$ cat config.mk
export PLATFORM = sky130hd
export DESIGN_NAME = if_id_queue
export DESIGN_NICKNAME = d
export VERILOG_FILES = /design/src/rtl/if_id_queue.sv
export SDC_FILE = /design/constraint.sdc
export NUM_CORES = 1
export LEC_CHECK = 0
export ABC_CLOCK_PERIOD_IN_PS = 7840
export BUFFER_PORTS_ARGS = -buffer_cell sky130_fd_sc_hd__buf_2
export CAP_MARGIN = 40
export CELL_PAD_IN_SITES_DETAIL_PLACEMENT = 1
export CELL_PAD_IN_SITES_GLOBAL_PLACEMENT = 1
export CORE_ASPECT_RATIO = 2
export CORE_UTILIZATION = 51
export DETAILED_ROUTE_END_ITERATION = 8
export GPL_TIMING_DRIVEN = 0
export PLACE_DENSITY = 0.84
export SLEW_MARGIN = 25
export SYNTH_ARGS = -nofsm -noshare
export SYNTH_HDL_FRONTEND = slang
export SYNTH_SLANG_ARGS = --single-unit
export TNS_END_PERCENT = 10
$ cat constraint.sdc
create_clock -name clk -period 7.84 [get_ports clk]
set_clock_uncertainty 0.15 [all_clocks]
set_input_delay 0 -clock clk [delete_from_list [all_inputs] [get_ports clk]]
set_output_delay 0 -clock clk [all_outputs]
set_load 0.005 [all_outputs]
$ cat src/rtl/if_id_queue.sv
// if_id_queue: circular FIFO of {instr, PC_plus_1} entries between the fetch
// and decode stages. An empty queue presents NOP_INSTR / 32'h0 to decode, and
// a flush (taken branch or jump) empties the queue in one edge.
// Optional feature: define IFQ_STALL_STAT_EN to add the 16-bit saturating
// stall_cnt output (cycles with fetch_valid=1 while the queue is full).
module if_id_queue #(
   parameter int          DEPTH     = 4,
   parameter logic [31:0] NOP_INSTR = 32'h0000_0000
) (
   input  logic        clk,
   input  logic        rst,
`ifdef IFQ_STALL_STAT_EN
   output logic [15:0] stall_cnt,
`endif
   input  logic        fetch_valid,
   input  logic [31:0] fetch_instr,
   input  logic [31:0] fetch_PC_plus_1,
   output logic        fetch_ready,
   input  logic        flush,
   input  logic        dec_ready,
   output logic        dec_valid,
   output logic [31:0] dec_instr,
   output logic [31:0] dec_PC_plus_1
);

   localparam int PW = (DEPTH > 1) ? $clog2(DEPTH) : 1;
   localparam int CW = $clog2(DEPTH) + 1;

   // Entry storage; no reset, validity is carried by count_reg alone.
   logic [31:0] instr_mem [DEPTH];
   logic [31:0] pc_mem    [DEPTH];

   logic [PW-1:0] rd_ptr_reg, rd_ptr_next;
   logic [PW-1:0] wr_ptr_reg, wr_ptr_next;
   logic [CW-1:0] count_reg,  count_next;

   logic push;
   logic pop;

   // Handshake flags come from the count register only, so a pop in the
   // same cycle never makes room for a push.
   assign fetch_ready = (count_reg != CW'(DEPTH));
   assign dec_valid   = (count_reg != '0);

   assign push = fetch_valid & fetch_ready & ~flush;
   assign pop  = dec_valid   & dec_ready   & ~flush;

   // Head entry is read asynchronously so a push is visible one edge later;
   // an empty queue shows the NOP and a zero PC+1 regardless of stale data.
   always_comb begin
      dec_instr     = NOP_INSTR;
      dec_PC_plus_1 = 32'h0;
      if (dec_valid) begin
         dec_instr     = instr_mem[rd_ptr_reg];
         dec_PC_plus_1 = pc_mem[rd_ptr_reg];
      end
   end

   // Next-state for pointers and occupancy; flush wins over push and pop.
   always_comb begin
      rd_ptr_next = rd_ptr_reg;
      wr_ptr_next = wr_ptr_reg;
      count_next  = count_reg;
      if (flush) begin
         rd_ptr_next = '0;
         wr_ptr_next = '0;
         count_next  = '0;
      end else begin
         if (push) wr_ptr_next = wr_ptr_reg + 1'b1;
         if (pop)  rd_ptr_next = rd_ptr_reg + 1'b1;
         case ({push, pop})
            2'b10:   count_next = count_reg + 1'b1;
            2'b01:   count_next = count_reg - 1'b1;
            default: count_next = count_reg;
         endcase
      end
   end

   // Pointer and count registers, cleared immediately by rst.
   always_ff @(posedge clk or posedge rst) begin
      if (rst) begin
         rd_ptr_reg <= '0;
         wr_ptr_reg <= '0;
         count_reg  <= '0;
      end else begin
         rd_ptr_reg <= rd_ptr_next;
         wr_ptr_reg <= wr_ptr_next;
         count_reg  <= count_next;
      end
   end

   // Per-entry write enables; a full queue never rewrites its contents.
   genvar gi;
   generate
      for (gi = 0; gi < DEPTH; gi++) begin : g_entry
         always_ff @(posedge clk) begin
            if (push && (wr_ptr_reg == PW'(gi))) begin
               instr_mem[gi] <= fetch_instr;
               pc_mem[gi]    <= fetch_PC_plus_1;
            end
         end
      end
   endgenerate

`ifdef IFQ_STALL_STAT_EN
   // Saturating count of fetch cycles blocked by a full queue; flush-immune.
   always_ff @(posedge clk or posedge rst) begin
      if (rst) begin
         stall_cnt <= 16'h0;
      end else if (fetch_valid && !fetch_ready && (stall_cnt != 16'hFFFF)) begin
         stall_cnt <= stall_cnt + 16'h1;
      end
   end
`endif

endmodule

==> results.sh <==
export IMPL_status="complete, no violations"
export IMPL_wirelength_mm=23.2
export IMPL_synth_main_ff_cell="edfxtp_1"
export IMPL_initial_core_util_pct=52.5
export IMPL_syn_num_nets=544
export IMPL_setup_viol=0
export IMPL_max_cap_violations=0
export IMPL_seq_area_um2=7860
export IMPL_worstSetupStartpointType="register"
export IMPL_ir_worst_vdd_mv=0.226
export IMPL_worst_slew_pin_slew_ps=717
export IMPL_dr_max_layer_used="met4"
export IMPL_vias=5352
export IMPL_area_growth_pct=24.7
export IMPL_slew_headroom_pct=52.2
export IMPL_drc_errors=0
export IMPL_overflow=0
export IMPL_cts_tree="yes"
export IMPL_worstPathRequired_ps=7690
export IMPL_cts_root_buf="clkbuf_16"
export IMPL_path_class="register to primary output"
export IMPL_synth_area_um2=10200
export IMPL_hold_class="input pin to register"
export IMPL_synth_area_top_cells="edfxtp_1 75%, mux4_2 14%, and2_1 4.2%"
export IMPL_cts_sinks=263
export IMPL_yosysWarningCount=0
export IMPL_synthTopCellsByCount="256 x edfxtp_1, 68 x and2_1, 64 x mux4_2"
export IMPL_setup_slack_ps=5260
export IMPL_cp_max_fo=10
export IMPL_synthDistinctLibCells=35
export IMPL_wl_met1_mm=8.19
export IMPL_rows=72
export IMPL_routed_via_density=5.48
export IMPL_synthArstFlopShare_pct=2.66
export IMPL_coreArea_um2=19500
export IMPL_tns_ps=0
export IMPL_synth_most_common_cell="edfxtp_1"
export IMPL_synth_top_area_share_pct=75.3
export IMPL_syn_avg_cell_area_um2=21.7
export IMPL_synthCells=470
export IMPL_multi_input_area_um2=2180
export IMPL_numCtsBuffers=23
export IMPL_nets=775
export IMPL_dr_pass1_iters=4
export IMPL_crit_arrival_ps=2430
export IMPL_drv_slew=0
export IMPL_die_w_um=102
export IMPL_numPortBuffers=133
export IMPL_synth_edff_count=256
export IMPL_hpwl_mm=14.3
export IMPL_post_cts_resized=0
export IMPL_wl_met2_mm=13.4
export IMPL_synth_seq_cells=263
export IMPL_p_leak_nw=4.47
export IMPL_dr_wl_met3_um=971
export IMPL_final_hold_violation_count=0
export IMPL_clkSlewWorstSetupHoldPaths_ps=70
export IMPL_endpoint_kind="primary output"
export IMPL_grt_pass1_vias=6211
export IMPL_clock_latency_ps=520
export IMPL_final_antenna_net_count=0
export IMPL_gp_congestion=0.709
export IMPL_rsz0062_at_grt="false"
export IMPL_gr_usage_all_layers_pct=23.5
export IMPL_dieArea_um2=20600
export IMPL_antenna_found_initial=1
export IMPL_yosysSeqAreaShare_pct=77.0
export IMPL_layout_drive_gt1_share_pct=35.8
export IMPL_post_place_ws_ps=5300
export IMPL_grt_max_degree=42
export IMPL_die_height_um=202
export IMPL_max_clock_path_buffers=3
export IMPL_wl_per_cell_um=23.7
export IMPL_power_per_cell_area_nw_per_um2=243
export IMPL_nFillCells=1713
export IMPL_grt_pass1_wl_mm=35.1
export IMPL_min_period_ps=2580
export IMPL_drt_iter0_drc=287
export IMPL_io_pins=135
export IMPL_htree_levels=1
export IMPL_fmax_ghz=0.388
export IMPL_yosysTopAreaCell="edfxtp_1"
export IMPL_post_route_period_util_pct=32.9
==> placed cells by master, fill, tap and decap left out, types with 2 or more instances in the layout <==
| master | instances |
|---|---|
| bufinv_16 | 3 |
| clkinv_2 | 3 |
| nand2b_1 | 2 |
| buf_2 | 142 |
| nor3_1 | 2 |
| clkbuf_2 | 3 |
| o2111ai_1 | 2 |
| clkbuf_16 | 23 |
| inv_1 | 7 |
| buf_16 | 2 |
| clkinv_1 | 5 |
| xor2_1 | 2 |
| and2_1 | 64 |
| buf_4 | 2 |
| o21ai_0 | 2 |
| clkbuf_1 | 11 |
| nand2_1 | 2 |
| and2_4 | 4 |
| dfrtp_1 | 7 |
| nand3_1 | 4 |
| a21oi_1 | 3 |
| dlygate4sd3_1 | 69 |
| nor2_1 | 5 |
| buf_12 | 2 |
| edfxtp_1 | 256 |
| mux4_2 | 64 |
| ha_1 | 4 |
| buf_6 | 5 |
==> final cells by class <==
| class | count | share of cell area (%) |
|---|---|---|
| Inverter | 7 | 0.206 |
| Clock buffer | 28 | 4.67 |
| Antenna cell | 1 | 0.0196 |
| Clock inverter | 13 | 1.10 |
| Multi-Input combinational cell | 174 | 17.1 |
| Timing Repair Buffer | 206 | 11.4 |
| Tap cell | 259 | 2.54 |
| Sequential cell | 263 | 61.7 |
| Buffer | 26 | 1.24 |
==> metrics by stage <==
stage	hold slack (ps)	area, µm²	instances	util [%]	total power (W)
2_1_floorplan	-347	10200	470	-	0.00182
3_3_place_gp	-205	11200	862	57.6	0.00194
3_5_place_dp	-187	11300	866	58.1	0.00196
4_1_cts	67.5	12700	976	65.4	0.00311
5_1_grt	84.1	12700	977	65.5	0.00319
6_report	86.3	12700	977	65.5	0.00309
==> final timing paths <==
| kind | startpoint | endpoint | slack [ps] | cells past startpoint |
|---|---|---|---|---|
| worst max-delay path | count_reg[1] | dec_PC_plus_1[17] | 5260 | 6 |
| worst min-delay path | fetch_instr[18] | instr_mem[1][18] | 90 | 2 |
| worst max register to register | count_reg[1] | count_reg[2] | 5280 | 6 |
| worst min register to register | wr_ptr_reg[0] | wr_ptr_reg[0] | 470 | 2 |
| max in group asynchronous | rst | wr_ptr_reg[1] | 6920 | 4 |
| min in group asynchronous | rst | wr_ptr_reg[0] | 380 | 4 |
==> critical path, cell delays in order (launching register included) <==
cell and delay (ps):
dfrtp_1 410, buf_2 180, or3_1 420, clkbuf_2 260, clkbuf_1 280, and2_1 220, buf_2 140
==> per-layer routing <==
| metal | vias to the layer above | global-route usage, % |
|---|---|---|
| li1 | 2355 | - |
| met1 | 2806 | 26.1 |
| met2 | 149 | 43.8 |
| met3 | 42 | 3.25 |
| met4 | 0 | 9.44 |
| met5 | - | 0 |
==> where the power goes <==
| group | internal [W] | switching [W] |
|---|---|---|
| Sequential | 0.00158 | 0.0000126 |
| Clock | 0.000639 | 0.000492 |
| Combinational | 0.000185 | 0.000177 |
| Total | 0.00241 | 0.000682 |
==> kinds of logic (layout without fill, tap and decap cells) <==
group                    count (synthesis)  in the layout  share of synthesized area, %
AND/OR/NAND/NOR                         87             87                          5.11
XOR/XNOR                                 3              3                         0.257
other                                    0              1                             0
multiplexers                            65             65                          14.2
flip-flops                             263            263                          77.0
adder cells (fa/ha/maj)                  5              5                         0.686
AO/OA/AOI/OAI                           14             14                         0.943
buffers and inverters                   33            280                          1.80
==> repair_timing <==
| action | in CTS | in global routing |
|---|---|---|
| hold buffers | 69 | 0 |
| setup buffers | 0 | 0 |
| endpoints found under the setup margin | 0 | 0 |
| hold endpoints to repair | 270 | 0 |
Note: power is estimated with default switching activity, not from simulation.
